[config.mk]
export PLATFORM = sky130hd
export DESIGN_NAME = direct_mapped_cache_ctrl_flat
export DESIGN_NICKNAME = d
export VERILOG_FILES = /design/src/rtl/direct_mapped_cache_ctrl_pkg.sv /design/src/rtl/direct_mapped_cache_ctrl_if.sv /design/src/rtl/direct_mapped_cache_ctrl_line_store.sv /design/src/rtl/direct_mapped_cache_ctrl.sv /design/src/flat_wrapper.sv
export SDC_FILE = /design/constraint.sdc
export NUM_CORES = 1
export LEC_CHECK = 0
export CAP_MARGIN = 20
export CORE_MARGIN = 2
export CORE_UTILIZATION = 25
export CTS_CLUSTER_SIZE = 24
export DETAILED_ROUTE_END_ITERATION = 6
export DONT_BUFFER_PORTS = 1
export GPL_TIMING_DRIVEN = 0
export PLACE_DENSITY = 0.42
export SLEW_MARGIN = 20
export SYNTH_ARGS = -nofsm -noshare
export SYNTH_HDL_FRONTEND = slang
export SYNTH_SLANG_ARGS = --single-unit
[constraint.sdc]
create_clock -name clk -period 7.5 [get_ports clk]
set_input_delay 1.5 -clock clk [delete_from_list [all_inputs] [get_ports clk]]
set_output_delay 1.5 -clock clk [all_outputs]
set_load 0.02 [all_outputs]
[src/rtl/direct_mapped_cache_ctrl_pkg.sv]
// Shared types and default geometry for the direct-mapped write-through cache controller.
package direct_mapped_cache_ctrl_pkg;
  typedef enum logic [1:0] {IDLE, REFILL, WRITE_THRU, RESPOND} state_e;

  localparam int DEF_ADDR_WIDTH = 28;
  localparam int DEF_DATA_WIDTH = 32;
  localparam int DEF_INDEX_BITS = 4;
  localparam int DEF_CNT_WIDTH  = 16;
  localparam int DEF_TAG_BITS   = DEF_ADDR_WIDTH - DEF_INDEX_BITS;
  localparam int DEF_LINES      = 1 << DEF_INDEX_BITS;
endpackage

[src/rtl/direct_mapped_cache_ctrl_if.sv]
// Word-wide req/ack bus, used for both the CPU side and the memory side of the cache.
interface direct_mapped_cache_ctrl_if
  import direct_mapped_cache_ctrl_pkg::*;
#(
  parameter int AW = DEF_ADDR_WIDTH,
  parameter int DW = DEF_DATA_WIDTH
);
  logic          req;
  logic          we;
  logic [AW-1:0] addr;
  logic [DW-1:0] wdata;
  logic [DW-1:0] rdata;
  logic          ack;

  modport master (output req, we, addr, wdata, input rdata, ack);
  modport slave  (input req, we, addr, wdata, output rdata, ack);
endinterface

[src/rtl/direct_mapped_cache_ctrl_line_store.sv]
// Line storage: tag/data arrays plus valid vector, one write port, combinational read.
module cache_line_store #(
  parameter int INDEX_BITS = 4,
  parameter int TAG_BITS   = 24,
  parameter int DATA_WIDTH = 32
) (
  input  logic                  clk,
  input  logic                  rst_n,
  input  logic                  clr,
  input  logic                  we,
  input  logic [INDEX_BITS-1:0] idx,
  input  logic [TAG_BITS-1:0]   wtag,
  input  logic [DATA_WIDTH-1:0] wdata,
  output logic                  rvalid,
  output logic [TAG_BITS-1:0]   rtag,
  output logic [DATA_WIDTH-1:0] rdata
);
  localparam int LINES = 1 << INDEX_BITS;

  logic [LINES-1:0]      valid;
  logic [TAG_BITS-1:0]   tag_mem  [LINES];
  logic [DATA_WIDTH-1:0] data_mem [LINES];

  // Only valid bits need reset; stale tag/data are masked by valid.
  always_ff @(posedge clk or negedge rst_n) begin
    if (!rst_n)   valid <= '0;
    else if (clr) valid <= '0;
    else if (we)  valid[idx] <= 1'b1;
  end

  always_ff @(posedge clk) begin
    if (we) begin
      tag_mem[idx]  <= wtag;
      data_mem[idx] <= wdata;
    end
  end

  assign rvalid = valid[idx];
  assign rtag   = tag_mem[idx];
  assign rdata  = data_mem[idx];
endmodule

[src/rtl/direct_mapped_cache_ctrl.sv]
// Direct-mapped, write-through, no-write-allocate cache controller with hit/miss statistics.
module direct_mapped_cache_ctrl
  import direct_mapped_cache_ctrl_pkg::*;
#(
  parameter int ADDR_WIDTH = DEF_ADDR_WIDTH,
  parameter int DATA_WIDTH = DEF_DATA_WIDTH,
  parameter int INDEX_BITS = DEF_INDEX_BITS,
  parameter int CNT_WIDTH  = DEF_CNT_WIDTH
) (
  input  logic                   clk,
  input  logic                   rst_n,
  input  logic                   flush,
  direct_mapped_cache_ctrl_if.slave  cpu,
  direct_mapped_cache_ctrl_if.master mem,
  output logic [CNT_WIDTH-1:0]   hit_cnt,
  output logic [CNT_WIDTH-1:0]   miss_cnt
);
  localparam int TAG_BITS = ADDR_WIDTH - INDEX_BITS;

  state_e                state;
  logic [INDEX_BITS-1:0] idx;
  logic [TAG_BITS-1:0]   tag, line_tag;
  logic [DATA_WIDTH-1:0] line_data, ls_wdata;
  logic                  line_valid, hit, accept, ls_we, ls_clr;

  assign idx = cpu.addr[INDEX_BITS-1:0];
  assign tag = cpu.addr[ADDR_WIDTH-1:INDEX_BITS];
  assign hit = line_valid && (line_tag == tag);

  // cpu.ack high means the requester has not yet dropped req for the finished access.
  assign accept   = (state == IDLE) && !flush && cpu.req && !cpu.ack;
  assign ls_clr   = (state == IDLE) && flush;
  assign ls_we    = (accept && cpu.we && hit) || (state == REFILL && mem.ack);
  assign ls_wdata = (state == REFILL) ? mem.rdata : cpu.wdata;

  cache_line_store #(
    .INDEX_BITS (INDEX_BITS),
    .TAG_BITS   (TAG_BITS),
    .DATA_WIDTH (DATA_WIDTH)
  ) u_store (
    .clk    (clk),
    .rst_n  (rst_n),
    .clr    (ls_clr),
    .we     (ls_we),
    .idx    (idx),
    .wtag   (tag),
    .wdata  (ls_wdata),
    .rvalid (line_valid),
    .rtag   (line_tag),
    .rdata  (line_data)
  );

  always_ff @(posedge clk or negedge rst_n) begin
    if (!rst_n) begin
      state     <= IDLE;
      cpu.ack   <= 1'b0;
      cpu.rdata <= '0;
      mem.req   <= 1'b0;
      mem.we    <= 1'b0;
      mem.addr  <= '0;
      mem.wdata <= '0;
      hit_cnt   <= '0;
      miss_cnt  <= '0;
    end else begin
      cpu.ack <= 1'b0;
      case (state)
        IDLE: begin
          if (flush) begin
            hit_cnt  <= '0;
            miss_cnt <= '0;
          end else if (accept) begin
            if (cpu.we) begin
              mem.req   <= 1'b1;
              mem.we    <= 1'b1;
              mem.addr  <= cpu.addr;
              mem.wdata <= cpu.wdata;
              state     <= WRITE_THRU;
            end else if (hit) begin
              cpu.rdata <= line_data;
              if (hit_cnt != '1) hit_cnt <= hit_cnt + 1'b1;
              state <= RESPOND;
            end else begin
              mem.req  <= 1'b1;
              mem.we   <= 1'b0;
              mem.addr <= cpu.addr;
              if (miss_cnt != '1) miss_cnt <= miss_cnt + 1'b1;
              state <= REFILL;
            end
          end
        end
        REFILL: begin
          if (mem.ack) begin
            cpu.rdata <= mem.rdata;
            mem.req   <= 1'b0;
            state     <= RESPOND;
          end
        end
        WRITE_THRU: begin
          if (mem.ack) begin
            mem.req <= 1'b0;
            mem.we  <= 1'b0;
            state   <= RESPOND;
          end
        end
        RESPOND: begin
          cpu.ack <= 1'b1;
          state   <= IDLE;
        end
        default: state <= IDLE;
      endcase
    end
  end
endmodule

[src/flat_wrapper.sv]
// flat-port wrapper written by rule: the top's interface ports become plain ports
module direct_mapped_cache_ctrl_flat import direct_mapped_cache_ctrl_pkg::*;
#(
  parameter int ADDR_WIDTH = DEF_ADDR_WIDTH,
  parameter int DATA_WIDTH = DEF_DATA_WIDTH,
  parameter int INDEX_BITS = DEF_INDEX_BITS,
  parameter int CNT_WIDTH  = DEF_CNT_WIDTH
)
  (clk, rst_n, flush, hit_cnt, miss_cnt, cpu_req, cpu_we, cpu_addr, cpu_wdata, cpu_rdata, cpu_ack, mem_req, mem_we, mem_addr, mem_wdata, mem_rdata, mem_ack);
  direct_mapped_cache_ctrl_if #(.AW((28)), .DW((32))) cpu_i ();
  direct_mapped_cache_ctrl_if #(.AW((28)), .DW((32))) mem_i ();
  input  logic clk;
  input  logic rst_n;
  input  logic flush;
  output logic [CNT_WIDTH-1:0] hit_cnt;
  output logic [CNT_WIDTH-1:0] miss_cnt;
  input wire logic [$bits(cpu_i.req)-1:0] cpu_req;
  input wire logic [$bits(cpu_i.we)-1:0] cpu_we;
  input wire logic [$bits(cpu_i.addr)-1:0] cpu_addr;
  input wire logic [$bits(cpu_i.wdata)-1:0] cpu_wdata;
  output wire logic [$bits(cpu_i.rdata)-1:0] cpu_rdata;
  output wire logic [$bits(cpu_i.ack)-1:0] cpu_ack;
  output wire logic [$bits(mem_i.req)-1:0] mem_req;
  output wire logic [$bits(mem_i.we)-1:0] mem_we;
  output wire logic [$bits(mem_i.addr)-1:0] mem_addr;
  output wire logic [$bits(mem_i.wdata)-1:0] mem_wdata;
  input wire logic [$bits(mem_i.rdata)-1:0] mem_rdata;
  input wire logic [$bits(mem_i.ack)-1:0] mem_ack;
  assign cpu_i.req = cpu_req;
  assign cpu_i.we = cpu_we;
  assign cpu_i.addr = cpu_addr;
  assign cpu_i.wdata = cpu_wdata;
  assign cpu_rdata = cpu_i.rdata;
  assign cpu_ack = cpu_i.ack;
  assign mem_req = mem_i.req;
  assign mem_we = mem_i.we;
  assign mem_addr = mem_i.addr;
  assign mem_wdata = mem_i.wdata;
  assign mem_i.rdata = mem_rdata;
  assign mem_i.ack = mem_ack;
  direct_mapped_cache_ctrl #(.ADDR_WIDTH(ADDR_WIDTH), .DATA_WIDTH(DATA_WIDTH), .INDEX_BITS(INDEX_BITS), .CNT_WIDTH(CNT_WIDTH)) u_core (.clk(clk), .rst_n(rst_n), .flush(flush), .cpu(cpu_i), .mem(mem_i), .hit_cnt(hit_cnt), .miss_cnt(miss_cnt));
endmodule
==> flow_summary_export.csv, run 1 <==
group,metric,value,unit
run_status,outcome,"complete, no violations",
run,drv_cap,0,
sta,fin_ws,0.264,ns
drt,drc,0,
synthesis,synth_flop_cell,"edfxtp_1",
floorplan,core_area,170000,µm²
floorplan,initial_core_util,0.252,
critical_path,crit_type,"in2reg",
sta,worst_pin_slew,1.08,ns
critical_path,cp.required,7.93,ns
pwr,ir_drop,195,µV
synthesis,ys_ff_latch,1041,
critical_path,reg2reg_slack,1.68,ns
critical_path,cp.buffers_inverters,9,
critical_path,r2r-start,"u_core.u_store.tag_mem[13][1]",
critical_path,r2r-end,"u_core.u_store.data_mem[15][25]",
sta,timing.final.crit_share,0.965,
final_layout,final_area,50600,µm²
drt,ant_nets,0,
drt,drt-initial-drc-count,2028,
drt,first_pass_iters,5,
sta,setup-tns-final,0,ns
global_routing,grt_pass1_vias,24400,
sta,setup_viol,0,
final_layout,fill_cells,16600,
placed_design,gp_congestion,0.800,
placed_design,place_ws,-0.323,ns
final_layout,final_cell_mix,"edfxtp_1, mux4_2, dfrtp_1, buf_4, clkbuf_16",
placed_design,dp_cells,4653,
placed_design,port_buffers,0,
critical_path,startpoint_type,"input port",
critical_path,critical_path.endpoint_type,"register",
critical_path,arrival,7.66,ns
final_layout,area_growth,18.3,%
pwr,finalPower,14.8,mW
sta,slew_headroom,0.272,
global_routing,overflow,0,
global_routing,grt_max_degree,146,
pwr,powerDensity,293,nW/µm²
clock_tree,cts_tree,"built",
synthesis,netlist_instances,2268,
synthesis,syn_nets,2372,
sta,fmax,138,MHz
sta,slew_viol_final,0,
clock_tree,cts_hold_buf,0,
sta,fin_crit,7.24,ns
min_path,hold_path.class,"in2async",
clock_tree,cts_root_buffer,"clkbuf_16",
floorplan,design.die.area,175000,µm²
global_routing,grt_use_total,0.154,
final_layout,drive_gt1_frac,0.286,
synthesis,synthArstFlopShare,0.139,
synthesis,avgSynthCellArea,18.9,µm²
pwr,power.leakage,16.7,nW
drt,routedWlPerCell,28.0,µm
critical_path,ff2ff_path_depth,14,
clock_tree,cts.path.max_buffers,3,
synthesis,synth_edf_count,896,
final_layout,mostFrequentLayoutCell,"edfxtp_1",
critical_path,cp_max_fo,10,
critical_path,cp_slowest_stage_delay,0.82,ns
sta,grt_setup_unrepaired,"false",
critical_path,slowest_stage,"clkbuf_1",
clock_tree,h-tree-depth,3,
synthesis,synth_cell_types,83,
synthesis,syn-cell-area,42800,µm²
floorplan,fp.dieH,418,µm
clock_tree,ctsResizeCount,0,
clock_tree,clk_pin_slew_worst_paths,0.06,ns
synthesis,synth-warning-count,0,
synthesis,yosysSeqAreaShare,0.713,
critical_path,path_cells,"clkbuf_1 > clkbuf_1 > clkbuf_1 > a41o_1 > nand4_1 > or3_1 > o2bb2a_1 > clkbuf_1 > nor3_2 > buf_4 > buf_4 > buf_6 > buf_4 > buf_4",
global_routing,grt_pass1_wl,191000,µm
global_routing,antenna_found_initial,5,
placed_design,place_area,47100,µm²
drt,viasPerCell,4.85,
placed_design,hpwl,98000,µm
clock_tree,numCtsBuffers,113,
floorplan,die_width,418,µm
final_layout,nNetsFinal,2654,
final_layout,finalNonFillerCells,4866,
sta,timing_hold_violations_final,0,
drt,wl,136000,µm
floorplan,pin_count,225,
critical_path,path_delay_family,"buffers and inverters",
floorplan,fp-row-count,151,
clock_tree,cts.sinks,1041,
drt,vias,23600,
sta,fin_worst_skew,0.0295,ns
clock_tree,post_cts_buffers,0,
clock_tree,clock_latency,0.74,ns
## routing by layer
metal,track usage,part of all wire,vias to the layer above
met5,0,0.00011,-
met4,0.0463,0.023,4
met3,0.0242,0.050,167
met2,0.270,0.52,750
met1,0.194,0.41,12700
li1,-,-,9965
## cell type report
cell class,count,area (µm²),share of cell area
clock buffer,147,3020,0.0596
antenna,2,5.00,0.0000989
clock inverter,64,480,0.00949
timing repair buffer,167,1450,0.0286
inverter,29,109,0.00215
multi-input combinational,1054,11500,0.227
buffer,144,758,0.0150
sequential,1041,30500,0.603
tap,2218,2780,0.0548
## cells by family after synthesis
family | after synthesis | share of synthesized area
adders and majority gates | 6 | 0.00175
xor gates and xnor gates | 21 | 0.00430
muxes | 402 | 0.168
and+or+nand+nor | 330 | 0.0452
AOI/OAI and AO/OA | 295 | 0.0468
DFF | 1041 | 0.713
buffers and inverters | 173 | 0.0201
## cells in the mapped netlist, drive strengths merged (4+ instances only)
master,count,share of area
a22oi,13,0.0025
o21ai,78,0.0092
mux4,238,0.13
nand4,41,0.0060
o22ai,14,0.0020
a221oi,8,0.0018
buf,57,0.010
clkbuf,87,0.0076
xnor2,19,0.0039
inv,27,0.0024
a21oi,50,0.0058
nand2,49,0.0044
mux2,108,0.029
a21boi,33,0.0058
or2,5,0.00073
and3,17,0.0025
a31oi,14,0.0020
and2,15,0.0023
nor2,23,0.0021
edfxtp,896,0.63
a311o,4,0.00094
or3,36,0.0053
nor2b,15,0.0022
o211ai,13,0.0023
a41oi,5,0.0010
ha,6,0.0018
nor4,8,0.0012
a211o,4,0.00082
nand2b,9,0.0014
nand3,33,0.0040
a32oi,5,0.0010
a221o,4,0.00094
nor3,32,0.0037
mux2i,56,0.013
dfrtp,145,0.085
and4,40,0.0082
a211oi,13,0.0023
## where the power goes
part	leakage (nW)	switching [mW]	internal [mW]	total [mW]
registers	9.86	0.653	6.91	7.56
logic	5.11	1.16	0.739	1.90
clock network	1.70	2.34	3.00	5.34
total	16.7	4.16	10.6	14.8
## worst reg2reg max path: cells and delay by family (launching register included)
family | cells | cell delay, ns
AO/OA/AOI/OAI | 3 | 1.05
buffers and inverters | 6 | 1.52
flip-flops | 1 | 0.35
multiplexers | 2 | 0.99
AND/OR/NAND/NOR | 3 | 1.59
## metrics by stage
| step | hold WS, ns | utilization |
|---|---|---|
| CTS | 0.396 | 0.298 |
| finish | 0.477 | 0.298 |
| floorplan | 0.442 | - |
| detailed placement | 0.473 | 0.278 |
| global placement | 0.456 | 0.269 |
| global route | 0.431 | 0.298 |
## sequential cells by signal, indices dropped and copies added, names as in the netlist
name                     count
u_core.hit_cnt              16
u_core.state                 2
u_core.mem.wdata            32
u_core.cpu.rdata            32
u_core.u_store.tag_mem     384
u_core.cpu.ack               1
u_core.u_store.valid        16
u_core.mem.addr             28
u_core.miss_cnt             16
u_core.u_store.data_mem    512
u_core.mem.req               1
u_core.mem.we                1
## worst max-delay path by stage
stage	from	end	slack [ns]	cells after the start
after floorplan	cpu_addr[0]	u_core.u_store.data_mem[15][0]	-0.94	12
after global placement	cpu_addr[2]	u_core.u_store.data_mem[7][15]	-9.52	9
after detailed placement	cpu_addr[2]	u_core.u_store.data_mem[15][24]	-0.32	14
after CTS	cpu_addr[2]	u_core.u_store.data_mem[15][25]	0.45	14
after global routing	cpu_addr[2]	u_core.u_store.data_mem[15][25]	0.25	14
final	cpu_addr[2]	u_core.u_store.data_mem[15][25]	0.26	14
No activity file was read; power rests on OpenSTA's default activity.
==> run 2, diff against run 1 <==
Settings changed: MAX_ROUTING_LAYER from default to met4, SYNTH_HIERARCHICAL from default to 1.
==> flow_summary_export.csv, run 2 <==
group,metric,value,unit
run_status,outcome,"complete, no violations",
drt,viasPerCell,4.67,
drt,drt-initial-drc-count,1915,
synthesis,synth_flop_cell,"edfxtp_1",
synthesis,synth_xor_area_frac,0.00530,
synthesis,synth_cell_types,56,
critical_path,r2r-start,"u_core/u_store/tag_mem[3][2]",
global_routing,grt_max_degree,146,
floorplan,design.die.area,168000,µm²
clock_tree,h-tree-depth,3,
floorplan,pin_count,225,
sta,timing.final.crit_share,0.964,
pwr,power.leakage,16.6,nW
synthesis,yosysMostFrequentCell,"edfxtp_1",
global_routing,antenna_found_initial,8,
global_routing,overflow,0,
placed_design,dp_cells,4469,
critical_path,cp_slowest_stage_delay,0.77,ns
sta,setup_viol,0,
synthesis,synth_top_cell_area_share,0.651,
run,drv_cap,0,
final_layout,mostFrequentLayoutCell,"edfxtp_1",
sta,hold_ws,0.447,ns
final_layout,fill_cells,16100,
critical_path,cp.required,7.93,ns
final_layout,nNetsFinal,2503,
clock_tree,ctsResizeCount,0,
synthesis,ys_ff_latch,1041,
min_path,hold_path.class,"in2async",
pwr,powerDensity,307,nW/µm²
synthesis,synth_top_family_by_area,"multiplexers",
critical_path,slowest_stage,"clkbuf_1",
floorplan,initial_core_util,0.251,
placed_design,place_ws,-0.709,ns
floorplan,core_area,164000,µm²
placed_design,gp_congestion,0.808,
synthesis,synth_compound_area_frac,0.0470,
critical_path,startpoint_type,"input port",
critical_path,path_delay_family,"simple AND/OR/NAND/NOR gates",
clock_tree,clock_latency,0.75,ns
floorplan,fp-row-count,149,
drt,routedWlPerCell,26.1,µm
synthesis,synth-warning-count,6,
critical_path,crit_path_start,"cpu_addr[1]",
clock_tree,post_cts_buffers,0,
synthesis,synth_area_leader_cell,"edfxtp_1",
clock_tree,cts_hold_buf,0,
drt,vias,21900,
synthesis,syn_nets,2301,
synthesis,synthTopCellsByArea,"edfxtp_1, mux4_2, dfrtp_1",
critical_path,arrival,7.66,ns
final_layout,register_area,30500,µm²
drt,first_pass_iters,6,
clock_tree,cts_root_buffer,"clkbuf_16",
critical_path,crit_type,"in2reg",
drt,wl,122000,µm
final_layout,finalNonFillerCells,4690,
drt,ant_nets,0,
critical_path,cp_max_fo,14,
clock_tree,clk_pin_slew_worst_paths,0.07,ns
critical_path,critical_path.endpoint_type,"register",
final_layout,largest_register_ffs,512,
final_layout,area_growth,20.3,%
synthesis,synthArstFlopShare,0.139,
clock_tree,cts.path.max_buffers,3,
final_layout,reg.largest.list,"u_core/u_store/data_mem: 512 flops, u_core/u_store/tag_mem: 384 flops",
global_routing,grt_pass1_vias,23100,
synthesis,synth_edf_count,896,
synthesis,synthMuxAreaShare,0.147,
pwr,finalPower,15.3,mW
final_layout,drive_gt1_frac,0.247,
clock_tree,cts.sinks,1041,
synthesis,synthSimpleGateAreaFrac,0.0370,
synthesis,netlist_instances,2196,
placed_design,hpwl,84500,µm
final_layout,final_area,49700,µm²
sta,fin_crit,7.23,ns
synthesis,yosysSeqAreaShare,0.739,
final_layout,regMostFlops,"u_core/u_store/data_mem",
synthesis,syn-cell-area,41300,µm²
global_routing,grt_pass1_wl,173000,µm
sta,slew_headroom,0.224,
sta,timing_hold_violations_final,0,
final_layout,final_cell_mix,"edfxtp_1, mux4_2, nand2_1, dfrtp_1, a22oi_1",
drt,drc,0,
sta,fin_worst_skew,0.0295,ns
final_layout,multi_input_area,10000,µm²
critical_path,cp.buffers_inverters,6,
sta,grt_setup_unrepaired,"false",
synthesis,avgSynthCellArea,18.8,µm²
synthesis,synth_common_cells,"edfxtp_1, mux4_2, nand2_1",
sta,worst_pin_slew,1.16,ns
placed_design,place_area,45800,µm²
sta,fin_ws,0.274,ns
floorplan,fp.dieH,410,µm
placed_design,port_buffers,0,
critical_path,path_cells,"buf_2 > clkbuf_1 > mux4_2 > a22oi_1 > nand2_1 > xnor2_1 > nand4_1 > or4_1 > or2_2 > clkbuf_1 > o21ai_1 > or3b_2 > nor2_4 > buf_16 > buf_12 > buf_16",
floorplan,die_width,410,µm
sta,slew_viol_final,0,
sta,fmax,138,MHz
clock_tree,numCtsBuffers,115,
synthesis,synth_fa_ha_area_frac,0.00212,
global_routing,grt_use_total,0.148,
pwr,ir_drop,188,µV
clock_tree,cts_tree,"built",
-- run 2: worst paths after layout --
kind,end,slack [ns],cells past startpoint
worst max register to register,u_core/u_store/data_mem[12][26],1.74,14
min in group clk,u_core/u_store/valid[9],0.51,2
worst min register to register,u_core/u_store/valid[9],0.51,2
worst max-delay path,u_core/u_store/data_mem[12][26],0.27,16
max in group asynchronous,u_core/cpu.rdata[6],6.49,0
worst min-delay path,u_core/mem.addr[13],0.45,0
-- run 2: layout make-up --
type | instances | area share
diodes | 6 | 0.000302
plain buffers | 125 | 0.0123
clock buffers | 141 | 0.0609
clock inverters | 73 | 0.0163
inverters | 84 | 0.00635
multi-input cells | 946 | 0.201
flip-flops and latches | 1041 | 0.615
well taps | 2189 | 0.0551
repair buffers | 85 | 0.0330
-- run 2: routing by layer --
layer | GRT usage | vias up | wire length (µm)
met2 | 0.242 | 628 | 60700
met1 | 0.187 | 11900 | 52400
li1 | - | 9254 | -
met4 | 0.0414 | 0 | 2900
met3 | 0.0275 | 172 | 6400
met5 | - | - | 0
-- run 2: report_power, final --
group	switching [mW]	leakage (nW)	total [mW]	internal [mW]
clock	2.36	1.88	5.74	3.38
sequential	0.666	9.89	7.65	6.98
combinational	1.18	4.85	1.87	0.690
total	4.21	16.6	15.3	11.1
-- run 2: worst reg2reg max path: cells and delay by family, from the launching register on --
family          cells  cell delay [ns]
compound gates      2             0.87
xor+xnor            1             0.39
buf+inv             4             0.82
flops               1             0.38
mux                 1             0.51
simple gates        6             2.46
-- run 2: through the flow --
step,setup TNS [ns],util
floorplan,-60.21,-
global placement,-4745.28,0.268
detailed placement,-282.81,0.279
CTS,0,0.302
global route,0,0.302
finish,0,0.302
-- run 2: kinds of logic after synthesis --
family                     Yosys count
xor gates and xnor gates            25
and+or+nand+nor                    325
AOI/OAI and AO/OA                  293
muxes                              296
DFF                               1041
adders and majority gates            7
buffers and inverters              209
